<file path="src/rtl/i2s_lj16_frame_ctrl_pkg.sv">
// Shared types and constants for the I2S to 16-bit LJ frame controller.
// FSM states, slot counter width and framing constants.
package i2s_pkg;
  localparam int OUT_BITS = 16;
  localparam int MIN_LEN  = 16;
  localparam int SLOT_W   = 6;

  typedef logic [SLOT_W-1:0] slot_t;
  typedef logic [SLOT_W:0]   len_t;

  typedef enum logic [1:0] {
    ST_IDLE,
    ST_MEASURE,
    ST_LOCKED
  } state_e;

  function automatic logic in_window(slot_t s);
    return (s >= slot_t'(1)) && (s <= slot_t'(OUT_BITS));
  endfunction
endpackage

</file>
<file path="src/rtl/i2s_lj16_frame_ctrl_if.sv">
// Pin bundle between I2S receive pins, frame controller and the
// downstream 16-bit LJ serializer.
interface i2s_lj16_frame_ctrl_if;
  logic           lrck;
  logic           sdata_in;
  logic           lrck_out;
  logic           sdata_out;
  logic           data_en;
  logic           word_start;
  logic           locked;
  i2s_pkg::slot_t half_len;
  logic           err;

  modport master (
    output lrck, sdata_in,
    input  lrck_out, sdata_out, data_en,
    input  word_start, locked, half_len, err
  );

  modport slave (
    input  lrck, sdata_in,
    output lrck_out, sdata_out, data_en,
    output word_start, locked, half_len, err
  );
endinterface

</file>
<file path="src/rtl/i2s_lj16_frame_ctrl_lrck_slot_counter.sv">
// LRCK sampler: edge pulse, saturating slot index and the length
// of the half-frame that just ended.
module lrck_slot_counter
  import i2s_pkg::*;
#(
  parameter int MAX_BITS = 32
) (
  input  logic  bck,
  input  logic  rst_n,
  input  logic  lrck_i,
  output logic  edge_o,
  output slot_t slot_o,
  output len_t  len_o,
  output logic  ovf_o
);
  localparam slot_t SAT = slot_t'(MAX_BITS + 1);

  logic  lrck_q, lrck_d;
  logic  vld_q, vld_d;
  slot_t s_q, s_d;
  logic  edge_w;

  // first sample after reset only primes lrck_q
  assign edge_w = vld_q && (lrck_i != lrck_q);

  always_comb begin
    lrck_d = lrck_i;
    vld_d  = 1'b1;
    s_d    = s_q;
    if (edge_w)
      s_d = '0;
    else if (s_q != SAT)
      s_d = s_q + 1'b1;
  end

  always_ff @(posedge bck) begin
    if (!rst_n) begin
      lrck_q <= 1'b0;
      vld_q  <= 1'b0;
      s_q    <= '0;
    end else begin
      lrck_q <= lrck_d;
      vld_q  <= vld_d;
      s_q    <= s_d;
    end
  end

  assign edge_o = edge_w;
  assign slot_o = s_d;
  assign len_o  = len_t'(s_q) + len_t'(1);
  assign ovf_o  = (s_d == SAT);
endmodule

</file>
<file path="src/rtl/i2s_lj16_frame_ctrl.sv">
// Frame-lock FSM and LJ output framing for the I2S to 16-bit LJ path.
// Everything runs on posedge bck with one register of output latency.
module i2s_lj16_frame_ctrl
  import i2s_pkg::*;
#(
  parameter int MAX_BITS    = 32,
  parameter int LOCK_FRAMES = 2
) (
  input logic                  bck,
  input logic                  rst_n,
  i2s_lj16_frame_ctrl_if.slave io
);
  localparam len_t       MAX_L  = len_t'(MAX_BITS);
  localparam len_t       MIN_L  = len_t'(MIN_LEN);
  localparam len_t       OUT_L  = len_t'(OUT_BITS);
  localparam logic [3:0] LOCK_N = 4'(LOCK_FRAMES);

  logic  edge_w, ovf_w, legal_w, lose_w;
  slot_t slot_w;
  len_t  len_w;

  state_e     state_q, state_d;
  slot_t      stored_q, stored_d;
  logic [3:0] match_q, match_d, match_inc;
  slot_t      hlen_q, hlen_d;
  logic       lock_q, lock_d;
  logic       err_q, err_d;
  logic       de_q, de_d;
  logic       ws_q, ws_d;
  logic       sd_q, sd_d;
  logic       lro_q, lro_d;

  lrck_slot_counter #(
    .MAX_BITS (MAX_BITS)
  ) u_cnt (
    .bck    (bck),
    .rst_n  (rst_n),
    .lrck_i (io.lrck),
    .edge_o (edge_w),
    .slot_o (slot_w),
    .len_o  (len_w),
    .ovf_o  (ovf_w)
  );

  assign legal_w = (len_w >= MIN_L) && (len_w <= MAX_L);

  always_comb begin
    state_d   = state_q;
    stored_d  = stored_q;
    match_d   = match_q;
    match_inc = 4'd1;
    hlen_d    = hlen_q;
    lock_d    = lock_q;
    err_d     = 1'b0;
    lose_w    = 1'b0;
    unique case (state_q)
      ST_IDLE: begin
        stored_d = '0;
        match_d  = '0;
        if (edge_w)
          state_d = ST_MEASURE;
      end
      ST_MEASURE: begin
        if (edge_w && legal_w) begin
          if (len_w == len_t'(stored_q))
            match_inc = match_q + 4'd1;
          else
            stored_d = len_w[SLOT_W-1:0];
          match_d = match_inc;
          if (match_inc >= LOCK_N) begin
            state_d = ST_LOCKED;
            lock_d  = 1'b1;
            hlen_d  = len_w[SLOT_W-1:0];
          end
        end else if (edge_w || ovf_w) begin
          state_d = ST_IDLE;
        end
      end
      ST_LOCKED: begin
        // an edge inside the 16-bit window is also a framing fault
        if (edge_w)
          lose_w = !legal_w || (len_w != len_t'(hlen_q)) ||
                   (len_w <= OUT_L);
        else
          lose_w = ovf_w;
        if (lose_w) begin
          state_d = ST_IDLE;
          lock_d  = 1'b0;
          hlen_d  = '0;
          err_d   = 1'b1;
        end
      end
      default: state_d = ST_IDLE;
    endcase
  end

  always_comb begin
    de_d  = (state_q == ST_LOCKED) && in_window(slot_w) && !lose_w;
    ws_d  = de_d && (slot_w == slot_t'(1));
    sd_d  = de_d && io.sdata_in;
    lro_d = (slot_w == slot_t'(1)) ? io.lrck : lro_q;
  end

  always_ff @(posedge bck) begin
    if (!rst_n) begin
      state_q  <= ST_IDLE;
      stored_q <= '0;
      match_q  <= '0;
      hlen_q   <= '0;
      lock_q   <= 1'b0;
      err_q    <= 1'b0;
      de_q     <= 1'b0;
      ws_q     <= 1'b0;
      sd_q     <= 1'b0;
      lro_q    <= 1'b0;
    end else begin
      state_q  <= state_d;
      stored_q <= stored_d;
      match_q  <= match_d;
      hlen_q   <= hlen_d;
      lock_q   <= lock_d;
      err_q    <= err_d;
      de_q     <= de_d;
      ws_q     <= ws_d;
      sd_q     <= sd_d;
      lro_q    <= lro_d;
    end
  end

  assign io.lrck_out   = lro_q;
  assign io.sdata_out  = sd_q;
  assign io.data_en    = de_q;
  assign io.word_start = ws_q;
  assign io.locked     = lock_q;
  assign io.half_len   = hlen_q;
  assign io.err        = err_q;
endmodule

</file>
<file path="src/flat_wrapper.sv">
// flat-port wrapper written by rule: the top's interface ports become plain ports
module i2s_lj16_frame_ctrl_flat import i2s_pkg::*;
#(
  parameter int MAX_BITS    = 32,
  parameter int LOCK_FRAMES = 2
)
  (bck, rst_n, io_lrck, io_sdata_in, io_lrck_out, io_sdata_out, io_data_en, io_word_start, io_locked, io_half_len, io_err);
  i2s_lj16_frame_ctrl_if io_i ();
  input logic bck;
  input logic rst_n;
  input wire logic [$bits(io_i.lrck)-1:0] io_lrck;
  input wire logic [$bits(io_i.sdata_in)-1:0] io_sdata_in;
  output wire logic [$bits(io_i.lrck_out)-1:0] io_lrck_out;
  output wire logic [$bits(io_i.sdata_out)-1:0] io_sdata_out;
  output wire logic [$bits(io_i.data_en)-1:0] io_data_en;
  output wire logic [$bits(io_i.word_start)-1:0] io_word_start;
  output wire logic [$bits(io_i.locked)-1:0] io_locked;
  output wire logic [$bits(io_i.half_len)-1:0] io_half_len;
  output wire logic [$bits(io_i.err)-1:0] io_err;
  assign io_i.lrck = io_lrck;
  assign io_i.sdata_in = io_sdata_in;
  assign io_lrck_out = io_i.lrck_out;
  assign io_sdata_out = io_i.sdata_out;
  assign io_data_en = io_i.data_en;
  assign io_word_start = io_i.word_start;
  assign io_locked = io_i.locked;
  assign io_half_len = io_i.half_len;
  assign io_err = io_i.err;
  i2s_lj16_frame_ctrl #(.MAX_BITS(MAX_BITS), .LOCK_FRAMES(LOCK_FRAMES)) u_core (.bck(bck), .rst_n(rst_n), .io(io_i));
endmodule
</file>
<file path="config.mk">
export PLATFORM = sky130hd
export DESIGN_NAME = i2s_lj16_frame_ctrl_flat
export DESIGN_NICKNAME = d
export VERILOG_FILES = /design/src/rtl/i2s_lj16_frame_ctrl_pkg.sv /design/src/rtl/i2s_lj16_frame_ctrl_if.sv /design/src/rtl/i2s_lj16_frame_ctrl_lrck_slot_counter.sv /design/src/rtl/i2s_lj16_frame_ctrl.sv /design/src/flat_wrapper.sv
export SDC_FILE = /design/constraint.sdc
export NUM_CORES = 1
export LEC_CHECK = 0
export CAP_MARGIN = 20
export CORE_ASPECT_RATIO = 1.1
export CORE_MARGIN = 2
export CORE_UTILIZATION = 30
export CTS_BUF_LIST = sky130_fd_sc_hd__clkbuf_4
export DETAILED_ROUTE_END_ITERATION = 8
export PLACE_DENSITY = 0.47
export SLEW_MARGIN = 25
export SYNTH_ARGS = -nofsm -noshare
export SYNTH_HDL_FRONTEND = slang
export SYNTH_SLANG_ARGS = --single-unit
</file>
<file path="constraint.sdc">
create_clock -name bck -period 3.01 [get_ports bck]
set_clock_uncertainty 0.1 [all_clocks]
set_input_delay 0.301 -clock bck [delete_from_list [all_inputs] [get_ports bck]]
set_output_delay 0.301 -clock bck [all_outputs]
set_load 0.1 [all_outputs]
</file>
Word level (Yosys, flattened, before mapping)
Index checks and enable logic that the tools add are counted.
{"block": "word_totals", "register_bits": 32, "word_cells": 87, "out_inout_bits": 12}
{"block": "classes", "mux": 29, "add_sub_neg": 3, "n_eq_ne": 15, "reduce_logical": 21, "order_cmp": 6}
{"op": "6-bit two-way mux", "count": 7}
{"op": "6-bit one-hot mux with 2 select lines", "count": 2}
{"op": "4-bit two-way mux", "count": 4}
{"op": "2-bit two-way mux", "count": 5}
{"op": "1-bit logical AND", "count": 8}
{"op": "1-bit two-way mux", "count": 8}
{"op": "2-bit by 1-bit != test with 1-bit output, second input constant", "count": 4}
{"op": "4-bit one-hot mux with 2 select lines", "count": 1}
{"op": "4-bit AND reduction", "count": 2}
{"op": "6-bit by 1-bit adder with 7-bit output, second input constant", "count": 1}
{"op": "7-bit by 6-bit == test with 1-bit output", "count": 1}
{"op": "7-bit by 5-bit >= comparator with 1-bit output, second input constant", "count": 1}
{"op": "7-bit by 5-bit <= comparator with 1-bit output, second input constant", "count": 1}
{"op": "7-bit by 6-bit <= comparator with 1-bit output, second input constant", "count": 1}
{"op": "7-bit by 6-bit != test with 1-bit output", "count": 1}
{"op": "6-bit by 1-bit adder with 6-bit output, second input constant", "count": 1}
{"op": "6-bit by 1-bit == test with 1-bit output, second input constant", "count": 1}
{"op": "6-bit == test, second input constant", "count": 1}
{"op": "6-bit by 1-bit >= comparator with 1-bit output, second input constant", "count": 1}
{"op": "6-bit by 5-bit <= comparator with 1-bit output, second input constant", "count": 1}
{"op": "6-bit != test, second input constant", "count": 1}
{"op": "2-bit one-hot mux with 3 select lines", "count": 1}
{"op": "4-bit by 1-bit adder with 4-bit output, second input constant", "count": 1}
{"op": "4-bit by 2-bit >= comparator with 1-bit output, second input constant", "count": 1}
{"op": "other kinds (13)", "count": 18}

Depth between registers and ports, before layout
Gate-level depths: netlist of the first run.
{"block": "depth", "word_depth": 12, "mapped_depth": 10}

Modules after synthesis
Synthesis of the first run repeated with hierarchy kept, for this count alone.
{"block": "unflattened", "hier_cells": 192, "area_unflattened_um2": 1717.9}
{"mod": "i2s_lj16_frame_ctrl", "cells_per_inst": 140, "area_each_um2": 1291.2, "seq_area_each_um2": 480.5, "instances": 1}
{"mod": "lrck_slot_counter", "cells_per_inst": 52, "area_each_um2": 426.7, "seq_area_each_um2": 160.2, "instances": 1}

Worst setup path after synthesis of the first run
No wires, ideal clock.
{"block": "synth_path", "path_type": "register to register", "start": "register u_core.u_cnt.s_q[1]", "end": "register u_core.hlen_q[0], in the netlist u_core.io.half_len[0]", "period_less_slack_ns": 2.740, "n_path_buf": 2, "arrival_ns": 2.510, "setup_ns": 0.130, "path_stages_with_launch": 11, "path_slack_ns": 0.270, "path_cell_list": "dfxtp_1 -> inv_1 -> ha_1 -> clkdlybuf4s18_2 -> xor2_1 -> o2111ai_1 -> or4b_1 -> buf_2 -> o31a_1 -> a22oi_4 -> o22ai_1"}
{"block": "synth_between", "elab_chain_len": 10}
{"item": "start, declared", "line_no": "i2s_lj16_frame_ctrl_lrck_slot_counter.sv:20", "text": "slot_t s_q, s_d;"}
{"item": "start signal, assigned", "line_no": "i2s_lj16_frame_ctrl_lrck_slot_counter.sv:40", "text": "s_q <= '0;"}
{"item": "start signal, assigned", "line_no": "i2s_lj16_frame_ctrl_lrck_slot_counter.sv:44", "text": "s_q <= s_d;"}
{"item": "6-bit by 1-bit adder with 7-bit output", "line_no": "i2s_lj16_frame_ctrl_lrck_slot_counter.sv:50", "text": "assign len_o = len_t'(s_q) + len_t'(1);"}
{"item": "7-bit by 5-bit >= comparator with 1-bit output or 7-bit by 6-bit <= comparator with 1-bit output (tied branches)", "line_no": "i2s_lj16_frame_ctrl.sv:45", "text": "assign legal_w = (len_w >= MIN_L) && (len_w <= MAX_L);"}
{"item": "1-bit logical AND", "line_no": "i2s_lj16_frame_ctrl.sv:45"}
{"item": "1-bit logical NOT", "line_no": "i2s_lj16_frame_ctrl.sv:82", "text": "lose_w = !legal_w || (len_w != len_t'(hlen_q)) ||"}
{"item": "1-bit logical OR (2 in series)", "line_no": "i2s_lj16_frame_ctrl.sv:82"}
{"item": "1-bit two-way mux", "line_no": "i2s_lj16_frame_ctrl.sv:81", "text": "if (edge_w)"}
{"item": "1-bit two-way mux", "line_no": "i2s_lj16_frame_ctrl.sv:56", "text": "unique case (state_q)"}
{"item": "2-bit by 1-bit != test with 1-bit output (no source line)"}
{"item": "4-bit AND reduction (no source line) *"}
{"item": "end signal, assigned", "line_no": "i2s_lj16_frame_ctrl.sv:120", "text": "hlen_q <= hlen_d;"}
{"item": "end, declared", "line_no": "i2s_lj16_frame_ctrl.sv:25", "text": "slot_t hlen_q, hlen_d;"}
Every way passes the cells marked *; elsewhere a longest branch is shown, timed or not. The select of a mux whose other input is x is not followed.
A chain may end at the register's enable or synchronous reset.

Final worst setup path of the first run
{"block": "layout_path", "start": "register u_core.u_cnt.s_q[0]", "end": "register u_core.hlen_q[1], in the netlist u_core.io.half_len[1]"}
{"block": "layout_between", "elab_chain_len": 10}
{"item": "6-bit by 1-bit adder with 7-bit output", "line_no": "i2s_lj16_frame_ctrl_lrck_slot_counter.sv:50"}
{"item": "7-bit by 5-bit >= comparator with 1-bit output or 7-bit by 6-bit <= comparator with 1-bit output (tied branches)", "line_no": "i2s_lj16_frame_ctrl.sv:45"}
{"item": "1-bit logical AND", "line_no": "i2s_lj16_frame_ctrl.sv:45"}
{"item": "1-bit logical NOT", "line_no": "i2s_lj16_frame_ctrl.sv:82"}
{"item": "1-bit logical OR (2 in series)", "line_no": "i2s_lj16_frame_ctrl.sv:82"}
{"item": "1-bit two-way mux", "line_no": "i2s_lj16_frame_ctrl.sv:81"}
{"item": "1-bit two-way mux", "line_no": "i2s_lj16_frame_ctrl.sv:56"}
{"item": "2-bit by 1-bit != test with 1-bit output (no source line)"}
{"item": "4-bit AND reduction (no source line)"}
Several ways; a longest one is shown, not always the timed one. The select of a mux whose other input is x is not followed.

==> metrics.cfg, run 1 <==
[routing]
first_pass_iters = 4
via_per_inst = 5.03
antenna_left = 0
avgRoutedWirePerCell_microns = 14.0
vias = 1533
drc = 0
dr.first_iter.drc_count = 78
drt_wl_total_microns = 4260

[floorplan]
coreArea_sq_mm = 0.00584
boundaryPins = 16
start_util_pct = 31.5
fp.dieArea_sq_mm = 0.00679
rows = 29
die_h_microns = 86.2
die_w_microns = 78.7

[timing]
hold_violations = 0
setup_tns_ns = 0
drv_slew = 0
finalSetupViolations = 0
fin_crit_sh_pct = 90.9
fmax_mhz = 366
slew_headroom_pct = 67.8
rsz0062_at_grt = false
fin_ws_ns = 0.274
min_period_ns = 2.74
worst_slew_pin_slew_ns = 0.477

[placed_design]
place_ws_ns = 0.0871
gp_congestion = 0.775
io_buffer_count = 15
place_hpwl_microns = 3210

[worst_setup_path]
critical_path.max_stage_delay_ns = 0.63
cp_max_fo = 8
cp_slowest_cell = or4b_1
reg2reg_to = u_core.io.half_len[1]
setup.worst_path.class = reg2reg
r2r_slack_ns = 0.27
cp_top_family = compound AO/OA/AOI/OAI gates
start_kind = flip-flop
cp-startpoint = u_core.u_cnt.s_q[0]
r2r-start = u_core.u_cnt.s_q[0]
r2r_cells = 8
arrival_ns = 2.85
critPathCaptureType = flip-flop
cp_data_required_time_ns = 3.12
worstPathCellList = ha_2 -> xnor2_4 -> xor2_1 -> o2111ai_1 -> or4b_1 -> o31a_1 -> a22oi_4 -> o22ai_1
path_buf_inv = 0

[grt]
grt.met2_usage_pct = 21.0
grt_pass1_wl_microns = 6960
antenna_found_initial = 0
grtUsageTotal_pct = 13.1
met3_usage_pct = 2.92
busiest_layer = met2
grtUsageMet1_pct = 17.6
overflow = 0
grt_start_max_net_pins = 18
grt_pass1_vias = 1397

[logic_synthesis]
ys.warnings.count = 0
postSynth.asyncResetShare_pct = 0
synthFlopType = dfxtp_1
yosysUniqueCellTypes = 54
postSynthCellCount = 203
synth-seq-cells = 32
syn_area_per_cell_sq_um = 9.08
synth_fp_nets = 211
syn-cell-area_sq_mm = 0.00184
synth_edf_count = 0
ys_seq_area_share_pct = 34.8

[pwr]
power_switching_w = 0.000239
swShare_pct = 26.5
seq_power_share_pct = 48.3
p_int_w = 0.000665
p_comb_share_pct = 14.8
leakagePower_nw = 0.833
ir_drop_uv = 221
power_density_mw_per_mm2 = 416
clkPwrFrac_pct = 37.0

[clock_network]
cts_tree = yes
cts_htree_levels = 2
cts_sinks = 32
cts_made_buffers = 5
cts_root_buffer = clkbuf_4
clockBufferDepth = 2
path_clk_slew_ns = 0.10
clk_latency_ns = 0.33

[cells_and_area]
final_nets = 235
fin_util_pct = 37.2
layout-drive-gt1-share_pct = 21.9
area_growth_syn_to_layout_pct = 18.0
n_antenna_cell = 0

[worst_hold_path]
holdPathEnd = u_core.stored_q[2]
hp-class = reg2reg
worstHoldStart = u_core.stored_q[2]
whs_path_depth = 2

[job]
cap_violations = 0

[status]
status = complete, no violations

how the worst max path moves through the flow:
stage | to | cells after the start
floorplan | u_core.io.half_len[0] | 10
detailed placement | u_core.io.half_len[0] | 7
CTS | u_core.io.half_len[0] | 7
finish | u_core.io.half_len[1] | 8
global placement | u_core.io.half_len[0] | 7
global route | u_core.io.half_len[0] | 7
tightest hold or removal path: stages (launching register included):
cell	delay, ns
dfxtp_1	0.33
nand2_1	0.05
o21ai_0	0.06
through the flow:
step           total power [W]  cell area [sq um]  hold WS, ns  cells
6_report              0.000904               2170        0.387    305
5_1_grt               0.000948               2170        0.404    305
4_1_cts               0.000917               2140        0.392    305
3_5_place_dp          0.000577               2060        0.367    297
3_3_place_gp          0.000579               2060        0.355    297
2_1_floorplan         0.000540               1840        0.229    203
state kept, by name (all words and copies together) (netlist names):
register              flops
u_core.io.err             1
u_core.io.sdata_out       1
u_core.u_cnt.vld_q        1
u_core.io.word_start      1
u_core.io.locked          1
u_core.u_cnt.lrck_q       1
u_core.io.lrck_out        1
u_core.io.half_len        6
u_core.io.data_en         1
u_core.state_q            2
u_core.u_cnt.s_q          6
u_core.match_q            4
u_core.stored_q           6
per-layer routing:
layer | part of all wire (%) | wire length [microns]
met1 | 48 | 2030
met2 | 48 | 2030
met3 | 3.3 | 141
met4 | 1.5 | 63
met5 | 0 | 0
synthesized netlist by cell type, drive strengths merged (2+ instances only):
master | n | share of area, %
nor2b | 4 | 1.4
buf | 7 | 3.6
o22ai | 7 | 2.4
mux2i | 2 | 1.1
or3 | 2 | 0.75
nor2 | 13 | 2.6
a22oi | 2 | 1.6
a21boi | 5 | 2.0
a41oi | 2 | 0.95
nor3 | 6 | 1.6
and3 | 2 | 0.68
dfxtp | 32 | 35
o21ai | 14 | 3.8
nor4 | 3 | 1.0
o211ai | 5 | 2.0
xor2 | 8 | 4.8
ha | 4 | 2.7
and2 | 7 | 2.4
a211oi | 2 | 0.81
and3b | 3 | 1.5
a21oi | 4 | 1.1
nand3 | 8 | 3.5
xnor2 | 6 | 4.9
o31ai | 4 | 1.6
inv | 11 | 2.2
nand2 | 20 | 4.1
power by group through the flow:
stage | combinational [W] | clock [W] | sequential (W)
3_5_place_dp | 0.000131 | 0 | 0.000446
5_1_grt | 0.000145 | 0.000364 | 0.000438
4_1_cts | 0.000132 | 0.000348 | 0.000437
2_1_floorplan | 0.0000815 | 0 | 0.000458
3_3_place_gp | 0.000133 | 0 | 0.000446
6_report | 0.000133 | 0.000334 | 0.000437
cell families after synthesis:
logic type	count (synthesis)	synth area share (%)
simple gates	73	21.7
fa+ha+maj	5	3.26
flops	32	34.8
buf+inv	20	6.58
compound gates	56	21.7
xor+xnor	15	11.0
mux	2	1.09
placed cells by master (no fill, tap or decap), types with 4 or more instances in the layout:
cell type and n:
nor3_1 5, nand2_1 20, a21oi_1 4, nor2_1 13
dfxtp_1 31, o211ai_1 5, buf_4 23, clkbuf_4 6
inv_1 10, o21ai_0 14, nor2b_1 4, o22ai_1 7
and2_1 7, nand3_1 6, a21boi_0 5, xor2_1 7
xnor2_1 4
timing repair:
item,in CTS,in global routing
endpoints found under the setup margin,0,12
setup buffers,0,0
resized for setup,0,7
hold buffers,0,0
cell type report:
| cell class | count | area (sq um) |
|---|---|---|
| fillers | 629 | 3670 |
| well taps | 77 | 96.3 |
| clock buffers | 6 | 45.0 |
| inverters | 11 | 41.3 |
| repair buffers | 26 | 203 |
| multi-input cells | 151 | 1110 |
| clock inverters | 2 | 35.0 |
| flip-flops and latches | 32 | 642 |
(Power assumes the default switching activity.)
==> run 2, diff against run 1 <==
--- a/config.mk
+++ b/config.mk
@@ -11,7 +11,6 @@
 export CORE_UTILIZATION = 30
 export CTS_BUF_LIST = sky130_fd_sc_hd__clkbuf_4
 export DETAILED_ROUTE_END_ITERATION = 8
-export PLACE_DENSITY = 0.47
 export SLEW_MARGIN = 25
 export SYNTH_ARGS = -nofsm -noshare
 export SYNTH_HDL_FRONTEND = slang
==> run 2 against run 1 <==
Count of clock-buffer cells in the layout unchanged; non-clock buffer count up 3; global-route usage about the same; fmax shrank 0.65%; highest routed layer unchanged; worst setup slack lost 0.018 ns; register-to-register slack worse by 0.02 ns; critical path type unchanged.
==> metrics.cfg, run 2 (same netlist as run 1, synthesis figures left out) <==
[cells_and_area]
final_nets = 238  ; +1.3%
fin_util_pct = 36.8  ; -0.47 points
final_common_cell = dfxtp_1
nFillCells = 613  ; -2.5%
n_antenna_cell = 0  ; unchanged
mostFrequentLayoutCells = dfxtp_1, buf_4, nand2_1
area_growth_syn_to_layout_pct = 16.5
layout-drive-gt1-share_pct = 20.3  ; -1.6 points

[worst_setup_path]
arrival_ns = 2.86  ; about the same
cp_data_required_time_ns = 3.12  ; about the same
critPathCaptureType = flip-flop
setup.worst_path.class = reg2reg
r2r_slack_ns = 0.26  ; -0.02 ns
cp_max_fo = 6  ; -2
start_kind = flip-flop

[grt]
grt_start_max_net_pins = 18  ; unchanged
grtUsageTotal_pct = 13.2  ; +0.043 points
antenna_found_initial = 0  ; unchanged
grt_pass1_vias = 1439  ; +3.0%
grt_pass1_wl_microns = 6910  ; -0.70%
overflow = 0  ; unchanged

[floorplan]
die_w_microns = 78.7  ; unchanged
coreArea_sq_mm = 0.00584  ; unchanged
start_util_pct = 31.5  ; unchanged
boundaryPins = 16  ; unchanged
rows = 29  ; unchanged
fp.dieArea_sq_mm = 0.00679  ; unchanged
die_h_microns = 86.2  ; unchanged

[pwr]
power_density_mw_per_mm2 = 381  ; -8.5%
ir_drop_uv = 280  ; +27%
p_total_w = 0.000817  ; -9.6%
leakagePower_nw = 0.834  ; +0.14%

[routing]
drt-met1-wl_microns = 1940  ; -4.6%
dr.first_iter.drc_count = 71  ; -9.0%
drt_wl_total_microns = 4120  ; -3.4%
wl_met3_microns = 177  ; +26%
antenna_left = 0  ; unchanged
vias = 1541  ; +0.52%
avgRoutedWirePerCell_microns = 13.4  ; -4.4%
via_per_inst = 5.00  ; -0.46%
first_pass_iters = 4  ; unchanged
highest-signal-layer = met4
drc = 0  ; unchanged
dr_wl_met2_microns = 1950  ; -3.9%

[timing]
fmax_mhz = 363  ; -0.65%
finalSetupViolations = 0  ; unchanged
worst_slew_pin_slew_ns = 0.469  ; -0.00843 ns
fin_ws_ns = 0.256  ; -0.0178 ns
fin_crit_sh_pct = 91.5  ; +0.59 points
fin_hold_ws_ns = 0.380  ; -0.00691 ns
rsz0062_at_grt = false
min_period_ns = 2.75  ; +0.0178 ns
hold_violations = 0  ; unchanged
drv_slew = 0  ; unchanged
slew_headroom_pct = 68.4  ; +0.55 points
setup_tns_ns = 0  ; unchanged

[status]
status = complete, no violations

[placed_design]
io_buffer_count = 15  ; unchanged
place_ws_ns = 0.162  ; +0.0746 ns
place_hpwl_microns = 3140  ; -2.0%
gp_congestion = 0.836  ; +7.9%

[clock_network]
clk_latency_ns = 0.33  ; about the same
cts_root_buffer = clkbuf_4
clockBufferDepth = 2  ; unchanged
cts_hold_buffers = 0  ; unchanged
cts_htree_levels = 2  ; unchanged
cts_sinks = 32  ; unchanged
cts_tree = yes
path_clk_slew_ns = 0.11  ; about the same
cts_setup_buffers = 0  ; unchanged
cts_made_buffers = 5  ; unchanged

[job]
cap_violations = 0  ; unchanged

[worst_hold_path]
hp-class = reg2reg

## run 2: timing repair
action | CTS | global route
resized for setup | 0 | 2
setup endpoints to repair | 0 | 9
endpoints found under the hold margin | 0 | 0
## run 2: area by class of cell
type                       instances  area (sq um)  area share, %
timing repair buffer              29           225           10.5
multi-input combinational        151          1090           50.6
inverter                          11          41.3           1.92
clock buffer                       6          45.0           2.10
sequential                        32           642           29.9
clock inverter                     2          11.3          0.524
tap                               77          96.3           4.49
## run 2: final timing paths
kind / from / endpoint / cells past startpoint
setup / recovery: u_core.u_cnt.s_q[0] / u_core.io.half_len[2] / 8
hold / removal: u_core.match_q[3] / u_core.match_q[3] / 2
setup reg to reg: u_core.u_cnt.s_q[0] / u_core.io.half_len[2] / 8
hold reg to reg: u_core.match_q[3] / u_core.match_q[3] / 2
## run 2: per-stage QoR
stage               cells  area [sq um]
floorplan             203          1840
global placement      300          2080
detailed placement    300          2080
CTS                   308          2140
global route          308          2150
finish                308          2150
## run 2: critical path: stages (launching register included)
cell	delay [ns]
dfxtp_1	0.34
ha_1	0.36
xnor2_4	0.18
xor2_1	0.16
o2111ai_1	0.12
or4b_1	0.62
o31a_1	0.35
a22oi_4	0.27
o22ai_1	0.11
## run 2: power by group
group	switching [W]	leakage, nW	internal (W)
clock	0.000151	0.0293	0.0000979
sequential	0.00000647	0.260	0.000430
combinational	0.0000799	0.545	0.0000517
## run 2: per-layer routing
metal / GRT usage (%) / vias up
met5: 0 / -
met4: 5.58 / 0
met3: 2.81 / 5
met2: 20.9 / 39
met1: 17.3 / 710
li1: - / 787
